File: src/rtl/apb_slave_regfile.sv
// APB slave with fourteen 16-bit R/W registers, a read-only ID word at 0xE and
// a saturating write/error status word at 0xF; programmable access wait states.
//
// state | meaning
// IDLE  | no transfer in flight; a setup phase latches the request
// WAIT  | access phase, holding pready low while the wait counter runs
// READY | pready high for one cycle; writes commit at the end of it
module apb_slave_regfile #(
  parameter int unsigned WAIT_CYCLES = 1,
  parameter logic [15:0] ID_VALUE    = 16'hA5B0
) (
  input  logic        pclk,
  input  logic        preset,
  input  logic        pselx,
  input  logic        penable,
  input  logic        pwrite,
  input  logic [3:0]  paddr,
  input  logic [15:0] pwdata,
  output logic        pready,
  output logic [15:0] prdata,
  output logic        pslverr
);

  typedef enum logic [1:0] {IDLE, WAIT, READY} state_t;

  localparam logic [3:0] WAIT_LOAD = (WAIT_CYCLES == 0) ? 4'd0 : 4'(WAIT_CYCLES - 1);
  localparam logic [3:0] ADDR_ID   = 4'hE;

  state_t            state, state_next;
  logic [3:0]        cnt, cnt_next;
  logic              setup;
  logic [3:0]        addr_q;
  logic              write_q;
  logic [15:0]       wdata_q;
  logic [13:0][15:0] regs;
  logic [7:0]        wr_cnt, err_cnt;

  logic [3:0]        xfer_addr;
  logic              xfer_write;
  logic              xfer_err;
  logic [15:0]       rd_val;

  always_comb begin
    state_next = state;
    cnt_next   = cnt;
    setup      = 1'b0;
    case (state)
      IDLE: begin
        if (pselx && !penable) begin
          setup = 1'b1;
          if (WAIT_CYCLES == 0) begin
            state_next = READY;
          end else begin
            state_next = WAIT;
            cnt_next   = WAIT_LOAD;
          end
        end
      end
      WAIT: begin
        if (!pselx) begin
          state_next = IDLE;
          cnt_next   = 4'd0;
        end else if (penable) begin
          if (cnt == 4'd0) state_next = READY;
          else             cnt_next   = cnt - 4'd1;
        end
      end
      READY:   state_next = IDLE;
      default: state_next = IDLE;
    endcase
  end

  // With zero wait states READY follows setup directly, so the live bus
  // request must be used before it has been latched.
  always_comb begin
    xfer_addr  = setup ? paddr : addr_q;
    xfer_write = setup ? pwrite : write_q;
    xfer_err   = xfer_write && (xfer_addr >= ADDR_ID);
    rd_val     = {err_cnt, wr_cnt};
    if (xfer_addr < ADDR_ID)       rd_val = regs[xfer_addr];
    else if (xfer_addr == ADDR_ID) rd_val = ID_VALUE;
  end

  always_ff @(posedge pclk) begin
    if (preset) begin
      state   <= IDLE;
      cnt     <= 4'd0;
      addr_q  <= 4'd0;
      write_q <= 1'b0;
      wdata_q <= 16'h0000;
      regs    <= '0;
      wr_cnt  <= 8'h00;
      err_cnt <= 8'h00;
      pready  <= 1'b0;
      prdata  <= 16'h0000;
      pslverr <= 1'b0;
    end else begin
      state <= state_next;
      cnt   <= cnt_next;
      if (setup) begin
        addr_q  <= paddr;
        write_q <= pwrite;
        wdata_q <= pwdata;
      end
      pready  <= (state_next == READY);
      pslverr <= (state_next == READY) && xfer_err;
      prdata  <= ((state_next == READY) && !xfer_write) ? rd_val : 16'h0000;
      if (state == READY && write_q) begin
        if (addr_q < ADDR_ID) begin
          regs[addr_q] <= wdata_q;
          if (wr_cnt != 8'hFF) wr_cnt <= wr_cnt + 8'd1;
        end else if (err_cnt != 8'hFF) begin
          err_cnt <= err_cnt + 8'd1;
        end
      end
    end
  end

endmodule

File: config.mk
export PLATFORM = sky130hd
export DESIGN_NAME = apb_slave_regfile
export DESIGN_NICKNAME = d
export VERILOG_FILES = /design/src/rtl/apb_slave_regfile.sv
export SDC_FILE = /design/constraint.sdc
export NUM_CORES = 1
export LEC_CHECK = 0
export CORE_MARGIN = 2
export CORE_UTILIZATION = 47
export CTS_CLUSTER_SIZE = 8
export DETAILED_ROUTE_END_ITERATION = 8
export GPL_TIMING_DRIVEN = 0
export PLACE_DENSITY = 0.62
export SYNTH_ARGS = -nofsm -noshare
export SYNTH_HDL_FRONTEND = slang
export SYNTH_SLANG_ARGS = --single-unit
File: constraint.sdc
create_clock -name pclk -period 3.5 [get_ports pclk]
set_input_delay 0.7 -clock pclk [delete_from_list [all_inputs] [get_ports pclk]]
set_output_delay 0.7 -clock pclk [all_outputs]
set_load 0.005 [all_outputs]
==> PnR_summary.wiki <==
{| class="wikitable"
! Metric !! Value
|-
| Initial DRC Count || 1331
|-
| Hold Fails Final Rpt || 0
|-
| Final setup violation count || 0
|-
| Routability congestion estimate from global placement || 0.943
|-
| Fillers || 2451
|-
| Final net count || 1620
|-
| Most used standard cells in the synthesized netlist || sky130_fd_sc_hd__nand2_1 (396), sky130_fd_sc_hd__dfxtp_1 (285), sky130_fd_sc_hd__a21oi_1 (171)
|-
| Top-area cell type share of the netlist area || 46.3%
|-
| Startpoint-to-endpoint class of the critical path || input port to flop
|-
| CTS tree || built
|-
| Most frequent cell after synthesis || sky130_fd_sc_hd__nand2_1
|-
| Biggest area consumer among synthesized cells || sky130_fd_sc_hd__dfxtp_1
|-
| Syn Std Cell Area || 12300 sq um
|-
| Chip width || 166 um
|-
| Row count || 59
|-
| Initial cell density of the core || 47.5%
|-
| EDFF count, synth || 0
|-
| Congestion Overflow GR || 0
|-
| Outcome || finished, final reports clean
|-
| Clock sink count || 285
|-
| Maximum root-to-sink buffer count || 3
|-
| Critical path arrival || 3.83 ns
|-
| Relative max-transition margin || 34.9%
|-
| FF+latch count, synth || 285
|-
| Slew @ Worst Pin || 0.977 ns
|-
| Number of cells after detailed placement || 1875
|-
| HP Class || flop to flop
|-
| Post-Route Skew || 0.0167 ns
|-
| Routed wire per std cell || 23.0 um
|-
| Part of the cycle the worst path needs || 97.7%
|-
| Vias per inst || 5.91
|-
| Number of port buffers || 40
|-
| Critical Path Source || penable
|-
| Number of levels the H-tree was split into || 2
|-
| Net count after synthesis || 1529
|-
| Placeable core area || 25900 sq um
|-
| TritonCTS buffer count || 41
|-
| Top area cells in the synthesized netlist || sky130_fd_sc_hd__dfxtp_1 (46%), sky130_fd_sc_hd__nand2_1 (12%), sky130_fd_sc_hd__mux2i_1 (11%)
|-
| Number of placed I/O pins || 43
|-
| Async set or reset register ratio after synthesis || 0%
|-
| Aggregate global-route resource usage || 31.7%
|-
| Max-slew violation count || 0
|-
| Kind of capture point of the worst setup path || flop
|-
| End-of-flow core utilization || 55.3%
|-
| Mean Syn Cell Area || 8.21 sq um
|-
| Met3 routing resource usage after global routing || 6.10%
|-
| Crit Path Max Fanout || 10
|-
| Die outline area || 27500 sq um
|-
| Maximum resistive drop on vdd || 0.401 mV
|-
| Die Span Y || 166 um
|-
| Worst-case setup slack after placement || -1.01 ns
|-
| Top Usage Layer GRT || met2
|-
| Ys flop type || sky130_fd_sc_hd__dfxtp_1
|-
| Root Driver || sky130_fd_sc_hd__clkbuf_16
|-
| Antenna violations before repair || 0
|-
| Source-to-sink clock delay at the later pin of the worst-skew pair || 0.53 ns
|-
| Start point of the worst min-delay path || regs[106]
|-
| Nature of the critical path startpoint || input port
|-
| Met2 routing resource usage after global routing || 50.4%
|-
| Initial DRT Pass Iterations || 6
|-
| Clock transition at path regs || 0.05 ns
|-
| Share of layout cells above drive strength 1 || 6.72%
|-
| Count of different cell masters after synthesis || 60
|-
| Layout area overhead || 16.4%
|-
| Post-cts hold buffer count || 0
|-
| Minimum clock period || 3.42 ns
|-
| Total of max-cap violations || 0
|-
| Routed vias || 11400
|-
| Maximum operating frequency || 292 MHz
|-
| Power per unit of standard cell area || 506 nW/um^2
|-
| Global-route wire length before repair || 66.7 mm
|-
| Pin count of the biggest net entering global routing || 11
|-
| Synthesized netlist cell count || 1500
|-
| Count of non-filler cells in the finished layout || 1927
|-
| Number of inserted diodes || 0
|-
| Remaining DRCs || 0
|-
| RSZ-0062 raised after global routing || yes
|-
| Detailed-route wire length || 44.3 mm
|-
| Global-route track usage on met1 || 42.8%
|-
| Cell leakage power || 5.09 nW
|-
| Total of warnings raised by yosys || 0
|-
| Number of antenna-violating nets in the routed design || 0
|-
| Via count of the first global-routing pass || 10700
|-
| Worst path required time || 3.91 ns
|-
| Half-perimeter wire length after placement || 31.7 mm
|-
| Proportion of synthesized chip area in sequential cells || 46.3%
|-
| R2r startpoint || cnt[0]
|-
| Setup slack after layout || 0.0789 ns
|}
power by group:
part / leakage [nW] / total, mW / internal (mW) / switching [mW]
registers: 2.30 / 3.30 / 3.27 / 0.0304
clock network: 0.528 / 3.46 / 2.10 / 1.37
logic: 2.27 / 0.495 / 0.133 / 0.362
total: 5.09 / 7.26 / 5.50 / 1.76
cell families (layout without fill, tap and decap cells):
group                      count (synthesis)  after routing  synth area share, %
xor gates and xnor gates                  12             12                0.853
DFF                                      285            285                 46.3
and+or+nand+nor                          664            664                 22.7
muxes                                    144            144                 12.7
AOI/OAI and AO/OA                        270            270                 12.9
adders and majority gates                  4              4                0.406
buffers and inverters                    121            213                 4.06
critical path: stages:
cell	delay, ns
sky130_fd_sc_hd__clkdlybuf4s50_1	0.55
sky130_fd_sc_hd__nor4b_4	0.30
sky130_fd_sc_hd__buf_4	0.20
sky130_fd_sc_hd__buf_4	0.25
sky130_fd_sc_hd__mux2i_4	0.44
sky130_fd_sc_hd__clkbuf_1	0.53
sky130_fd_sc_hd__nand2_1	0.11
sky130_fd_sc_hd__a31oi_1	0.23
sky130_fd_sc_hd__nand2_1	0.21
sky130_fd_sc_hd__o22ai_1	0.30
registers in the layout (all words and copies together), names as in the netlist:
register / cells
wdata_q: 16
cnt: 4
wr_cnt: 8
write_q: 1
state: 2
prdata: 16
pready: 1
pslverr: 1
addr_q: 4
regs: 224
err_cnt: 8
path summary, 6_finish.rpt:
path | cells after the start | slack, ns | end
setup / recovery | 10 | 0.08 | prdata[10]
hold / removal | 2 | 0.45 | regs[106]
setup reg to reg | 9 | 0.35 | prdata[12]
hold reg to reg | 2 | 0.45 | regs[106]
cells in the final DEF (no fill, tap or decap), drive strengths merged, types with 6 or more instances in the layout:
cell	count
nand2	396
dfxtp	285
a21oi	171
nor2	135
mux2i	134
clkbuf	130
nand3	73
clkdlybuf4s50	40
buf	34
o21ai	19
nor3	11
a32oi	10
a31oi	10
a221oi	9
o22ai	9
xor2	8
a211oi	8
mux4	8
and3	7
nand2b	7
nand4	7
a22o	7
inv	6
o211ai	6
cell type report:
class	count	area [sq um]	share of cell area, %
tap	335	419	2.92
timing repair buffer	48	460	3.21
inverter	7	26.3	0.183
multi-input combinational	1094	6170	43.0
clock buffer	42	1050	7.33
buffer	114	484	3.38
sequential	285	5710	39.8
clock inverter	2	21.3	0.148
repair_timing:
action                                  CTS  global route
pin swaps                                 1             0
setup buffers                             4             4
resized for setup                        10             7
endpoints found under the setup margin   16             9
layer usage:
metal  vias up  share of wire (%)
li1       5297                  -
met1      5425                 42
met2       551                 44
met3       117                9.3
met4         0                4.0
met5         -                  0
through the flow:
step           instance area (sq um)  hold WS [ns]  total power, mW  TNS [ns]
6_report                       14300         0.450             7.26         0
5_1_grt                        14300         0.469             7.44   -0.0117
4_1_cts                        14300         0.451             7.25         0
3_5_place_dp                   13100         0.444             3.82    -13.93
3_3_place_gp                   13100         0.441             3.82    -14.31
2_1_floorplan                  12300         0.432             3.60         0
Note: power is estimated with default switching activity, not from simulation.
==> RTL change, RTL diff (config.mk and constraints unchanged) <==
Register the output `pslverr` once more, without a reset; this adds one clock of latency there. The other outputs are not delayed to match.
--- a/src/rtl/apb_slave_regfile.sv
+++ b/src/rtl/apb_slave_regfile.sv
@@ -25,6 +25,8 @@
 
   localparam logic [3:0] WAIT_LOAD = (WAIT_CYCLES == 0) ? 4'd0 : 4'(WAIT_CYCLES - 1);
   localparam logic [3:0] ADDR_ID   = 4'hE;
+
+  logic pslverr_s0;
 
   state_t            state, state_next;
   logic [3:0]        cnt, cnt_next;
@@ -93,7 +95,7 @@
       err_cnt <= 8'h00;
       pready  <= 1'b0;
       prdata  <= 16'h0000;
-      pslverr <= 1'b0;
+      pslverr_s0 <= 1'b0;
     end else begin
       state <= state_next;
       cnt   <= cnt_next;
@@ -103,7 +105,7 @@
         wdata_q <= pwdata;
       end
       pready  <= (state_next == READY);
-      pslverr <= (state_next == READY) && xfer_err;
+      pslverr_s0 <= (state_next == READY) && xfer_err;
       prdata  <= ((state_next == READY) && !xfer_write) ? rd_val : 16'h0000;
       if (state == READY && write_q) begin
         if (addr_q < ADDR_ID) begin
@@ -116,5 +118,9 @@
     end
   end
 
+  always_ff @(posedge pclk) begin
+    pslverr <= pslverr_s0;
+  end
+
 endmodule
 
Formal check against the unedited RTL: not equivalent (a bounded check fails within 4 cycles, from zero or initial values and one cycle with preset high).
==> RTL change against the original RTL <==
  * Worst hold slack worse by 0.12 ns
  * Sequential cell count grew 1
  * Sequential share of layout area increased by 0.21 points
  * Fmax about the same
  * Routed wire length rose by 1.5%
  * Power up 0.22%
  * Area after synthesis grew 0.16%
  * First-iteration DRC count fell by 1.2%
  * Worst setup slack better by 0.0018 ns
  * Design area down 0.18%
  * Clock power is essentially flat
==> RTL change: results (changes against the original RTL) <==
outcome = completed
Placer Congestion = 0.937 (-0.70%)
routed via count = 11.4k (+0.26%)
Post-synth top flop = dfxtp_1
Hold WC Path Type = flop to flop
Tot GR Track Use = 32.0% (+0.39 points)
clk slew on worst S/H paths = 0.05 ns (about the same)
Mapped Nets = 1,530 (+0.065%)
hpwl dp = 31,700 µm (+0.19%)
CTS Buf Count = 41 (unchanged)
critical path's largest stage delay = 0.57 ns (+0.02 ns)
Post-synth ARST share = 0% (unchanged)
Routed WL per cell = 23.4 µm (+1.7%)
library cells used by synthesis = 60 (unchanged)
share of the yosys chip area belonging to registers = 46.4% (+0.087 points)
synthesis warning total = 0 (unchanged)
WP data arrival = 3.79 ns (-0.04 ns)
crit-path max FO = 10 (unchanged)
Crit path max-delay family = compound AO/OA/AOI/OAI gates
VDD IR max = 0.000453 V (+13%)
Initial DRC Count = 1,315 (-1.2%)
Synth top cells by count = nand2_1 (396), dfxtp_1 (286), a21oi_1 (171)
Clock Latency Late Sink = 0.53 ns (about the same)
routed vias/inst = 5.94 (+0.42%)
first-pass GRT wire length = 67,400 µm (+0.95%)
Layout fillers = 2,416 (-1.4%)
Post-DP Area = 0.0132 mm² (+0.15%)
Cells after DPL = 1,876 (+0.053%)
H-tree Lvls = 2 (unchanged)
port bufs = 40 (unchanged)
Pleak = 0.00508 µW (-0.31%)
initial antenna violation count = 2 (+2)
Synth Area per Inst = 8.22 µm² (about the same)
clk buf depth = 3 (unchanged)
Final #Nets = 1,617 (-0.19%)
Slowest-stage cell, CP = o32ai_1
normalized max-slew margin = 27.7% (-7.2 points)
share of layout cells above drive strength 1 = 6.23% (-0.49 points)
first-pass detailed-route iteration total = 5 (-1)
clock root cell = clkbuf_16
top cells by area, synth = dfxtp_1 (46%), nand2_1 (12%), mux2i_1 (11%), a21oi_1 (6.9%), nor2_1 (4.1%)
clock skew = 0.0134 ns (-0.00328 ns)
biggest regs = regs x224, prdata x16, wdata_q x16
pin count of the biggest net entering global routing = 11 (unchanged)
dpl ws = -0.963 ns (+0.0511 ns)
ant diodes = 0 (unchanged)
-- RTL change: changes by cell type after synthesis --
cell,change
dfxtp_1,+1
-- RTL change: metal layers --
layer	part of all wire [%]	GRT usage [%]	wire [µm]	vias to the layer above
met3	10	7.13	4540	117
met4	4.5	14.4	2010	0
met2	43	48.7	19500	610
met5	0	0	0	-
li1	-	-	-	5284
met1	42	43.7	19000	5409
-- RTL change: per-stage QoR --
stage	power [µW]	setup TNS, ns	hold WS, ns
finish	7270	0	0.326
global route	7420	0	0.338
CTS	7250	0	0.332
detailed placement	3840	-13.18	0.321
global placement	3840	-12.80	0.316
floorplan	3610	0	0.310
-- RTL change: worst register-to-register path: stages (launching register included) --
cell and delay, ns:
dfxtp_1 0.33, inv_1 0.09, ha_1 0.14, or3b_2 0.52
nor4b_4 0.41, nand2_1 0.28, clkbuf_2 0.35, a221oi_1 0.42
o221ai_1 0.35, o21ai_0 0.21
-- RTL change: logic make-up (layout without fill, tap and decap cells) --
kind of cell    after synthesis  count (layout)  share of synthesized area (%)
flops                       286             286                           46.4
fa+ha+maj                     4               4                          0.406
xor+xnor                     12              12                          0.852
simple gates                664             664                           22.7
buf+inv                     121             209                           4.06
compound gates              270             270                           12.9
mux                         144             144                           12.7
-- RTL change: cell type report --
cell class,count,area [µm²],share of cell area [%]
well taps,335,419,2.93
clock buffers,42,1040,7.27
inverters,7,26.3,0.184
flip-flops and latches,286,5730,40.0
repair buffers,44,443,3.10
clock inverters,2,17.5,0.122
multi-input cells,1094,6160,43.0
plain buffers,114,482,3.37
-- RTL change: what timing repair did --
| action | in CTS | in global routing |
|---|---|---|
| gates resized for setup | 11 | 2 |
| setup buffers | 4 | 0 |
| pin swaps | 0 | 0 |
| setup endpoints to repair | 16 | 1 |
-- RTL change: worst paths after layout --
path	startpoint	endpoint	slack (ns)	cells past startpoint
setup / recovery	penable	prdata[7]$_SDFF_PP0_	0.08	8
hold reg to reg	pslverr_s0$_SDFF_PP0_	pslverr$_DFF_P_	0.33	0
hold / removal	pslverr_s0$_SDFF_PP0_	pslverr$_DFF_P_	0.33	0
setup reg to reg	cnt[0]$_SDFFE_PP0P_	prdata[9]$_SDFF_PP0_	0.31	9
-- RTL change: where the power goes --
part | internal (µW) | total (µW) | leakage, µW | switching (µW)
Combinational | 131 | 497 | 0.00225 | 366
Clock | 2070 | 3470 | 0.000521 | 1390
Sequential | 3280 | 3310 | 0.00231 | 30.8
Total | 5480 | 7270 | 0.00508 | 1790
